--- src/rtl/sm3_stream_if.sv ---
// sm3_stream_if - bundle of every non-clock signal of the SM3 streaming front-end.
//   Message input : i_s_data/i_s_valid/o_s_ready/i_s_last/i_s_bytes, plus i_abort
//   Core side     : o_cf_block/o_cf_v/o_cf_start out, i_cf_done/i_cf_v in
//   Digest output : o_hash/o_hash_valid out, i_hash_ready in
//   Status        : o_busy
// The slave modport is the front-end's view; master is the view of the
// surrounding system (data source, compression core and digest sink).
interface sm3_stream_if #(
  parameter int DATA_W = 32
);
  localparam int BYTES_W = $clog2(DATA_W / 8) + 1;

  logic [DATA_W-1:0]  i_s_data;
  logic               i_s_valid;
  logic               o_s_ready;
  logic               i_s_last;
  logic [BYTES_W-1:0] i_s_bytes;
  logic               i_abort;
  logic [511:0]       o_cf_block;
  logic [255:0]       o_cf_v;
  logic               o_cf_start;
  logic               i_cf_done;
  logic [255:0]       i_cf_v;
  logic [255:0]       o_hash;
  logic               o_hash_valid;
  logic               i_hash_ready;
  logic               o_busy;

  modport slave (
    input  i_s_data, i_s_valid, i_s_last, i_s_bytes, i_abort,
    input  i_cf_done, i_cf_v, i_hash_ready,
    output o_s_ready, o_cf_block, o_cf_v, o_cf_start, o_hash, o_hash_valid, o_busy
  );

  modport master (
    output i_s_data, i_s_valid, i_s_last, i_s_bytes, i_abort,
    output i_cf_done, i_cf_v, i_hash_ready,
    input  o_s_ready, o_cf_block, o_cf_v, o_cf_start, o_hash, o_hash_valid, o_busy
  );
endinterface

--- src/rtl/sm3_stream_top.sv ---
// sm3_stream_top - streaming SM3 front-end.
// Collects an arbitrary-length byte message arriving as big-endian DATA_W-bit
// words, assembles 512-bit blocks, applies SM3 padding (including the case
// where the length field spills into an extra block) and chains the blocks
// through an external compression core. The digest leaves over valid/ready.
// Ports:
//   i_clk   - clock
//   i_rst_n - asynchronous active-low reset
//   bus     - sm3_stream_if.slave carrying stream, core, digest and status signals
module sm3_stream_top #(
  parameter int DATA_W = 32,
  parameter int CNT_W  = 61
) (
  input logic         i_clk,
  input logic         i_rst_n,
  sm3_stream_if.slave bus
);
  localparam int WPB    = 512 / DATA_W;
  localparam int BPW    = DATA_W / 8;
  localparam int WIDX_W = (WPB > 1) ? $clog2(WPB) : 1;
  localparam logic [255:0] IV =
    256'h7380166f_4914b2b9_172442d7_da8a0600_a96f30bc_163138aa_e38dee4d_b0fb0e4e;

  typedef enum logic [1:0] {ACCEPT, CMP, PAD, OUT} state_t;

  state_t            state, state_nxt;
  logic [511:0]      block;
  logic [255:0]      v;
  logic [WIDX_W-1:0] widx;
  logic [CNT_W-1:0]  count;
  logic              final_blk, pad_pend, marker_done, discard, start;

  logic              ready, accept, word_full;
  logic [6:0]        step, fill;
  logic [CNT_W-1:0]  count_nxt;
  logic [63:0]       len_nxt, len_cur;
  logic [511:0]      wr_block, tail_block, pad_block;

  // Reset is folded into ready so the source sees no acceptance while held in reset.
  assign ready     = i_rst_n && (state == ACCEPT) && !discard;
  assign accept    = bus.i_s_valid && ready && !bus.i_abort;
  assign word_full = (widx == WIDX_W'(WPB - 1));
  assign step      = bus.i_s_last ? 7'(bus.i_s_bytes) : 7'(BPW);
  assign fill      = 7'(widx) * 7'(BPW) + step;
  assign count_nxt = count + CNT_W'(step);
  assign len_nxt   = 64'({count_nxt, 3'b000});
  assign len_cur   = 64'({count, 3'b000});
  assign pad_block = {(marker_done ? 8'h00 : 8'h80), 440'b0, len_cur};

  // Block buffer with the incoming word dropped in at widx, then the same
  // block with the 0x80 marker, zero fill and (if it fits) the bit length.
  // Every byte past the marker is cleared, which also scrubs stale data
  // left over from the previous block and the don't-care tail of the word.
  always_comb begin
    wr_block = block;
    for (int w = 0; w < WPB; w++) begin
      if (WIDX_W'(w) == widx) wr_block[511 - w*DATA_W -: DATA_W] = bus.i_s_data;
    end
    tail_block = wr_block;
    for (int k = 0; k < 64; k++) begin
      if (7'(k) == fill)     tail_block[511 - 8*k -: 8] = 8'h80;
      else if (7'(k) > fill) tail_block[511 - 8*k -: 8] = 8'h00;
    end
    if (fill <= 7'd55) tail_block[63:0] = len_nxt;
  end

  // State register.
  always_ff @(posedge i_clk or negedge i_rst_n) begin
    if (!i_rst_n) state <= ACCEPT;
    else          state <= state_nxt;
  end

  // Next-state logic; abort overrides everything and parks the FSM in ACCEPT.
  always_comb begin
    state_nxt = state;
    if (bus.i_abort) begin
      state_nxt = ACCEPT;
    end else begin
      case (state)
        ACCEPT:  if (accept && (bus.i_s_last || word_full)) state_nxt = CMP;
        CMP:     if (bus.i_cf_done) state_nxt = final_blk ? OUT : (pad_pend ? PAD : ACCEPT);
        PAD:     state_nxt = CMP;
        OUT:     if (bus.i_hash_ready) state_nxt = ACCEPT;
        default: state_nxt = ACCEPT;
      endcase
    end
  end

  // Datapath: block buffer, chaining value, counters and padding flags.
  // discard remembers that the core still owes a completion for a block
  // that was abandoned; that completion is swallowed when it shows up.
  always_ff @(posedge i_clk or negedge i_rst_n) begin
    if (!i_rst_n) begin
      block       <= '0;
      v           <= IV;
      widx        <= '0;
      count       <= '0;
      final_blk   <= 1'b0;
      pad_pend    <= 1'b0;
      marker_done <= 1'b0;
      discard     <= 1'b0;
      start       <= 1'b0;
    end else begin
      start <= (state_nxt == CMP) && (state != CMP);
      if (bus.i_cf_done) discard <= 1'b0;
      if (bus.i_abort) begin
        v           <= IV;
        widx        <= '0;
        count       <= '0;
        final_blk   <= 1'b0;
        pad_pend    <= 1'b0;
        marker_done <= 1'b0;
        if ((state == CMP) && !bus.i_cf_done) discard <= 1'b1;
      end else begin
        case (state)
          ACCEPT: begin
            if (accept) begin
              count <= count_nxt;
              if (bus.i_s_last) begin
                block       <= tail_block;
                final_blk   <= (fill <= 7'd55);
                pad_pend    <= (fill > 7'd55);
                marker_done <= (fill < 7'd64);
              end else begin
                block <= wr_block;
                if (!word_full) widx <= widx + WIDX_W'(1);
              end
            end
          end
          CMP: begin
            if (bus.i_cf_done) begin
              v    <= bus.i_cf_v;
              widx <= '0;
            end
          end
          PAD: begin
            block     <= pad_block;
            final_blk <= 1'b1;
            pad_pend  <= 1'b0;
          end
          OUT: begin
            if (bus.i_hash_ready) begin
              v           <= IV;
              count       <= '0;
              widx        <= '0;
              final_blk   <= 1'b0;
              marker_done <= 1'b0;
            end
          end
          default: ;
        endcase
      end
    end
  end

  assign bus.o_s_ready    = ready;
  assign bus.o_cf_block   = block;
  assign bus.o_cf_v       = v;
  assign bus.o_cf_start   = start;
  assign bus.o_hash       = (state == OUT) ? v : '0;
  assign bus.o_hash_valid = (state == OUT);
  assign bus.o_busy       = (state != ACCEPT) || (count != '0) || (widx != '0) || discard;
endmodule
--- src/flat_wrapper.sv ---
// flat-port wrapper written by rule: the top's interface ports become plain ports
module sm3_stream_top_flat 
#(
  parameter int DATA_W = 32,
  parameter int CNT_W  = 61
)
  (i_clk, i_rst_n, bus_i_s_data, bus_i_s_valid, bus_i_s_last, bus_i_s_bytes, bus_i_abort, bus_i_cf_done, bus_i_cf_v, bus_i_hash_ready, bus_o_s_ready, bus_o_cf_block, bus_o_cf_v, bus_o_cf_start, bus_o_hash, bus_o_hash_valid, bus_o_busy);
  sm3_stream_if #(.DATA_W(DATA_W)) bus_i ();
  input logic i_clk;
  input logic i_rst_n;
  input wire logic [$bits(bus_i.i_s_data)-1:0] bus_i_s_data;
  input wire logic [$bits(bus_i.i_s_valid)-1:0] bus_i_s_valid;
  input wire logic [$bits(bus_i.i_s_last)-1:0] bus_i_s_last;
  input wire logic [$bits(bus_i.i_s_bytes)-1:0] bus_i_s_bytes;
  input wire logic [$bits(bus_i.i_abort)-1:0] bus_i_abort;
  input wire logic [$bits(bus_i.i_cf_done)-1:0] bus_i_cf_done;
  input wire logic [$bits(bus_i.i_cf_v)-1:0] bus_i_cf_v;
  input wire logic [$bits(bus_i.i_hash_ready)-1:0] bus_i_hash_ready;
  output wire logic [$bits(bus_i.o_s_ready)-1:0] bus_o_s_ready;
  output wire logic [$bits(bus_i.o_cf_block)-1:0] bus_o_cf_block;
  output wire logic [$bits(bus_i.o_cf_v)-1:0] bus_o_cf_v;
  output wire logic [$bits(bus_i.o_cf_start)-1:0] bus_o_cf_start;
  output wire logic [$bits(bus_i.o_hash)-1:0] bus_o_hash;
  output wire logic [$bits(bus_i.o_hash_valid)-1:0] bus_o_hash_valid;
  output wire logic [$bits(bus_i.o_busy)-1:0] bus_o_busy;
  assign bus_i.i_s_data = bus_i_s_data;
  assign bus_i.i_s_valid = bus_i_s_valid;
  assign bus_i.i_s_last = bus_i_s_last;
  assign bus_i.i_s_bytes = bus_i_s_bytes;
  assign bus_i.i_abort = bus_i_abort;
  assign bus_i.i_cf_done = bus_i_cf_done;
  assign bus_i.i_cf_v = bus_i_cf_v;
  assign bus_i.i_hash_ready = bus_i_hash_ready;
  assign bus_o_s_ready = bus_i.o_s_ready;
  assign bus_o_cf_block = bus_i.o_cf_block;
  assign bus_o_cf_v = bus_i.o_cf_v;
  assign bus_o_cf_start = bus_i.o_cf_start;
  assign bus_o_hash = bus_i.o_hash;
  assign bus_o_hash_valid = bus_i.o_hash_valid;
  assign bus_o_busy = bus_i.o_busy;
  sm3_stream_top #(.DATA_W(DATA_W), .CNT_W(CNT_W)) u_core (.i_clk(i_clk), .i_rst_n(i_rst_n), .bus(bus_i));
endmodule
--- config.mk ---
export PLATFORM = sky130hd
export DESIGN_NAME = sm3_stream_top_flat
export DESIGN_NICKNAME = d
export VERILOG_FILES = /design/src/rtl/sm3_stream_if.sv /design/src/rtl/sm3_stream_top.sv /design/src/flat_wrapper.sv
export SDC_FILE = /design/constraint.sdc
export NUM_CORES = 2
export LEC_CHECK = 0
export CAP_MARGIN = 20
export CORE_AREA = 3 3 516 518
export DETAILED_ROUTE_END_ITERATION = 10
export DIE_AREA = 0 0 519 521
export PLACE_DENSITY = 0.47
export SYNTH_ARGS = -nofsm -noshare
export SYNTH_HDL_FRONTEND = slang
export SYNTH_SLANG_ARGS = --single-unit
--- constraint.sdc ---
create_clock -name i_clk -period 2.7 [get_ports i_clk]
set_input_delay 0.27 -clock i_clk [delete_from_list [all_inputs] [get_ports i_clk]]
set_output_delay 0.27 -clock i_clk [all_outputs]
set_load 0.02 [all_outputs]
# After elaboration in Yosys (flattened, before gate mapping)
# Cells that the tools add are included.
[word_totals]
mem_count = 0
latchBits = 0
mem_bits_rw = 0
mem_bits_ro = 0
inputBits = 298
output_inout_bits = 1028
ff_bits = 840
wordCells = 394
[op_classes]
n_reduce_logical = 33
n_lt_le_gt_ge = 67
div_mod_pow = 0
muxes = 189
shifts = 0
add_sub_neg = 3
bitwise = 1
n_mul = 0
n_eq_ne = 91
[op_table]
columns = ["cell", "n"]
rows = [
  ["$mux 8", 129],
  ["$mux 256", 4],
  ["$mux 512", 2],
  ["$pmux 512 s2", 1],
  ["$mux 32", 16],
  ["$pmux 256 s2", 1],
  ["$eq 6x7->1 const A", 32],
  ["$gt 6x7->1 const A", 32],
  ["$mux 61", 3],
  ["$pmux 61 s2", 1],
  ["$eq 5x7->1 const A", 16],
  ["$gt 5x7->1 const A", 16],
  ["$mux 64", 1],
  ["$add 61x7->61", 1],
  ["$reduce_bool 61->1", 1],
  ["$eq 4x7->1 const A", 8],
  ["$gt 4x7->1 const A", 8],
  ["$eq 4x4->1 const A", 8],
  ["$eq 3x7->1 const A", 4],
  ["$gt 3x7->1 const A", 4],
  ["$mux 4", 6],
  ["$eq 3x4->1 const A", 4],
  ["$ne 3x3->1 const B", 5],
  ["$eq 2x7->1 const A", 2],
  ["other kinds (35)", 79],
]

# Depth between registers and ports, before layout
[depth]
depth_word = 11
ltp_mapped = 17
mapped_depth_nobuf = 10

# Worst setup path after synthesis
# OpenSTA, ideal clock, no wires.
[synth_path]
path_type = "input -> register"
startpoint = "in bus_i_s_last"
endpoint = "reg u_core.block[439], in the netlist u_core.bus.o_cf_block[439]"
arrival_ns = 3.642
required_time_ns = 2.574
setup_ns = 0.126
path_stages = 14
path_slack_ns = -1.068
cell_sequence = "buf_2 > clkbuf_1 > clkbuf_1 > clkbuf_1 > nand2b_1 > ha_1 > ha_1 > buf_2 > xnor2_1 > clkbuf_1 > nand2_1 > o31ai_1 > o31ai_1 > a221o_1"
[synth_via]
elab_chain_cells = 8
elab_cells_between_ends = 9
classes_between = "add/sub (1); order compare (1); eq/ne (1); mux (6)"
[synth_lines]
columns = ["element", "line", "source"]
rows = [
  ["from (decl)", "flat_wrapper.sv:13", "input wire logic [$bits(bus_i.i_s_last)-1:0] bus_i_s_last;"],
  ["$mux 3", "sm3_stream_top.sv:43", "assign step = bus.i_s_last ? 7'(bus.i_s_bytes) : 7'(BPW);"],
  ["$add 6x7->7", "sm3_stream_top.sv:44", "assign fill = 7'(widx) * 7'(BPW) + step;"],
  ["$gt 4x7->1", "sm3_stream_top.sv:62", "else if (7'(k) > fill) tail_block[511 - 8*k -: 8] = 8'h00;"],
  ["$mux 8", "sm3_stream_top.sv:62", ""],
  ["$mux 8", "sm3_stream_top.sv:61", "if (7'(k) == fill) tail_block[511 - 8*k -: 8] = 8'h80;"],
  ["$mux 512 (*)", "sm3_stream_top.sv:119", "if (bus.i_s_last) begin"],
  ["$mux 512 (*)", "sm3_stream_top.sv:117", "if (accept) begin"],
  ["$pmux 512 s2 (*)", "sm3_stream_top.sv:115", "case (state)"],
  ["to (signal assigned)", "sm3_stream_top.sv:120", "block <= tail_block;"],
  ["to (signal assigned)", "sm3_stream_top.sv:125", "block <= wr_block;"],
  ["to (signal assigned)", "sm3_stream_top.sv:137", "block <= pad_block;"],
  ["to (decl)", "sm3_stream_top.sv:27", "logic [511:0] block;"],
]
# Every way passes the cells marked *; elsewhere a longest branch is shown, timed or not. The select of a mux whose other input is x is not followed.
# A chain may end at the register's enable or synchronous reset.

# Worst setup path in the final report
[layout_path]
startpoint = "reg u_core.count[1]"
endpoint = "out bus_o_busy"
[layout_via]
elab_chain_cells = 4
[layout_lines]
columns = ["element", "line", "source"]
rows = [
  ["from (decl)", "sm3_stream_top.sv:30", "logic [CNT_W-1:0] count;"],
  ["from (signal assigned)", "sm3_stream_top.sv:118", "count <= count_nxt;"],
  ["$reduce_bool 61->1", "sm3_stream_top.sv:162", "assign bus.o_busy = (state != ACCEPT) || (count != '0) || (widx != '0) || discard;"],
  ["$logic_or 1x1->1 (3 in a row)", "sm3_stream_top.sv:162", ""],
  ["to (decl)", "flat_wrapper.sv:25", "output wire logic [$bits(bus_i.o_busy)-1:0] bus_o_busy;"],
]
# No other way between the ends.

==> flow_summary.toml <==
[status]
outcome = "finished with violations"
violations = "setup timing"

[place]
place_congestion = 0.9637
placed_area_sq_mm = 0.06336
post-place-cells = 9411
portBuffers = 1325
hpwl_um = 250300

[yosys]
synth_area_sq_mm = 0.04018
synthArstFlopShare_pct = 100.0
yosysMostFrequentCell = "dfrtp_1"
synth_xor_area_share_pct = 0.5667
avgSynthCellArea_sq_um = 9.269
syn_inst = 4335
ys_ff_latch = 840
yosys.area_share.simple_pct = 22.60
synth_edf_count = 0
seq_area_frac_synth_pct = 52.69
synth_compound_area_share_pct = 17.93
synth.top_cell.area_share_pct = 44.90
ys_warn_count = 0
synthTopCellsByCount = "721 x dfrtp_1, 688 x nand2_1, 410 x nor2_1"
syn_nets = 4642
synthTopCellsByArea = "dfrtp_1 45%, dfstp_2 7.8%, a22o_1 7.2%"
muxShareOfSynthArea_pct = 1.903
synthAdderAreaFrac_pct = 0.2803
synth_top_family_by_area = "simple AND/OR/NAND/NOR gates"
yosys_most_used_dff = "dfrtp_1"
synth_area_leader_cell = "dfrtp_1"
synth_cell_types = 80

[routing]
vias_per_cell = 4.607
ant_nets = 0
drc = 0
num_vias = 44784
drt_wl_total_um = 313900
dr.pass1.iters = 7
wire_per_inst_um = 32.29
initialDrtViolationCount = 3811

[setup_path]
crit_slowest_cell = "dfrtp_1"
critPathMaxStageDelay_ns = 0.40
cp_common_cell = "buf_6"
end_kind = "output pin"
cp.depth = 7
start_kind = "register"
path_cells = "buf_6 -> nor4_4 -> nand4_1 -> nor4_1 -> nand4_1 -> buf_6 -> buf_6"
path_delay_family = "simple AND/OR/NAND/NOR gates"
worstPathArrival_ns = 2.66
path_buf_inv = 3
critical_path_required_ns = 2.43
crit_fanout = 6
path_class = "reg2out"
worstRegToRegCells = 11

[min_path]
holdPathStages = 3
hold_path_class = "in2reg"

[cts]
htreeDepth = 3
cts_buffers = 105
clkLatencyLatePin_ns = 0.78
cts_buffer_depth = 3
root_buffer = "clkbuf_16"
cts_sinks = 840
clk_pin_slew_worst_paths_ns = 0.06
cts_tree = "done"

[cells_and_area]
final_area_sq_mm = 0.06905
area_growth_syn_to_layout_pct = 71.86
final_core_util_pct = 26.35
drive_gt1_share_pct = 25.40
nets = 6403
instances_no_fill = 9721

[run]
maxCapViolations = 0

[sta]
max_slew.worst_pin.slew_ns = 1.196
fin_crit_ns = 2.934
fin_hold_ws_ns = 0.06478
timing.final.crit_share_pct = 108.7
finalMaxSlewViolations = 0
fmax_mhz = 340.8
setup_violations = 33
rsz0062_at_grt = "true"
finalHoldViolations = 0
max_slew_margin_pct = 19.98
skew_ns = 0.1034
timing.final.ws_setup_ns = -0.2342

[die]
die_y_um = 521
die-area_sq_mm = 0.2704
initial_utilization_pct = 15.33
die_w_um = 519
io_pins = 1326
coreArea_sq_mm = 0.2620
rows = 188

[global_routing]
antenna_found_initial = 75
grt_overflow = 0
grt_pass1_vias = 43738
grt_pass1_wl_um = 413500
grt_start_max_net_pins = 161
track_usage_pct = 21.99

[power_and_ir_drop]
p_total_mw = 38.66
leakage_nw = 30.03
p_per_area_mw_per_mm2 = 559.8
peakVddDrop_mv = 0.5069
==> per-stage QoR <==
step | setup WS (ns) | TNS, ns
global route | -0.2745 | -7.024
detailed placement | -0.8213 | -298.83
floorplan | -0.1012 | -5.691
global placement | -0.7811 | -285.01
finish | -0.2342 | -1.259
CTS | -0.2942 | -11.28
==> worst register-to-register path: stages, from the launching register on <==
cell and delay [ns]:
dfrtp_1 0.41, ha_4 0.20, ha_4 0.22, xor2_1 0.17, nor2_1 0.25, buf_4 0.18
nand3_4 0.12, o211ai_1 0.40, buf_4 0.18, nand2_1 0.08, buf_12 0.18, a22o_1 0.25
==> power breakdown <==
part / switching, mW / internal [mW] / leakage, nW / total [mW]
logic: 5.09 / 3.54 / 17.3 / 8.63
clock network: 6.36 / 8.92 / 1.78 / 15.3
registers: 1.12 / 13.6 / 11.0 / 14.7
total: 12.6 / 26.1 / 30.0 / 38.7
==> area by class of cell <==
class / count / area, sq um
multi-input cells: 3077 / 19060
repair buffers: 2048 / 20560
clock buffers: 145 / 2980
fillers: 27919 / 193000
well taps: 3515 / 4398
inverters: 24 / 91.34
diodes: 21 / 52.55
clock inverters: 51 / 720.7
flip-flops and latches: 840 / 21180
==> state kept, by name, summed over array words and instances (netlist names) <==
signal,cells
u_core.marker_done,1
u_core.bus.o_cf_v,256
u_core.count,61
u_core.pad_pend,1
u_core.widx,4
u_core.final_blk,1
u_core.discard,1
u_core.state,2
u_core.bus.o_cf_start,1
u_core.bus.o_cf_block,512
==> layer usage <==
| layer | vias up | wire (um) | global-route usage, % |
|---|---|---|---|
| met4 | 52 | 14990 | 8.588 |
| met5 | - | 341 | 0 |
| met3 | 460 | 21830 | 5.082 |
| li1 | 19167 | - | - |
| met1 | 22877 | 120200 | 25.36 |
| met2 | 2228 | 156500 | 39.19 |
==> timing repair <==
| action | 4_1_cts | 5_1_grt |
|---|---|---|
| resized for setup | 729 | 398 |
| gates cloned | 8 | 18 |
| hold endpoints to repair | 108 | 0 |
| pin swaps | 6 | 17 |
| hold buffers | 34 | 0 |
| buffers inserted | 14 | 21 |
| setup endpoints to repair | 356 | 373 |
==> final timing paths <==
check                              startpoint  slack (ns)                    endpoint
hold / removal               bus_i_s_data[17]        0.06   u_core.bus.o_cf_block[49]
setup reg to reg               u_core.widx[0]       -0.10  u_core.bus.o_cf_block[475]
setup / recovery              u_core.count[1]       -0.23                  bus_o_busy
hold reg to reg            u_core.marker_done        0.47  u_core.bus.o_cf_block[511]
max in group asynchronous             i_rst_n        0.88   u_core.bus.o_cf_block[91]
min in group asynchronous             i_rst_n        0.30  u_core.bus.o_cf_block[407]
==> kinds of logic (layout without fill, tap and decap cells) <==
family | count (synthesis) | after routing
AND/OR/NAND/NOR | 1950 | 1950
AO/OA/AOI/OAI | 1017 | 1017
flip-flops | 840 | 840
buffers and inverters | 418 | 2268
multiplexers | 75 | 75
XOR/XNOR | 26 | 26
adder cells (fa/ha/maj) | 9 | 9
other | 0 | 21
==> layout by cell type, fill, tap and decap left out, types with 30 or more instances in the layout <==
cell type,count
dfstp_2,119
clkdlybuf4s50_1,1054
nand2_1,684
dlygate4sd3_1,34
a22o_1,330
buf_6,64
nand3_1,206
buf_2,110
a21oi_1,187
o21ai_0,138
mux2i_1,63
nor3_1,163
o22ai_1,31
and3_1,153
buf_12,154
nor2_1,393
a31oi_1,43
dfrtp_1,714
clkbuf_16,119
o31ai_1,30
and3_4,116
buf_4,580
Note: power is estimated with default switching activity, not from simulation.
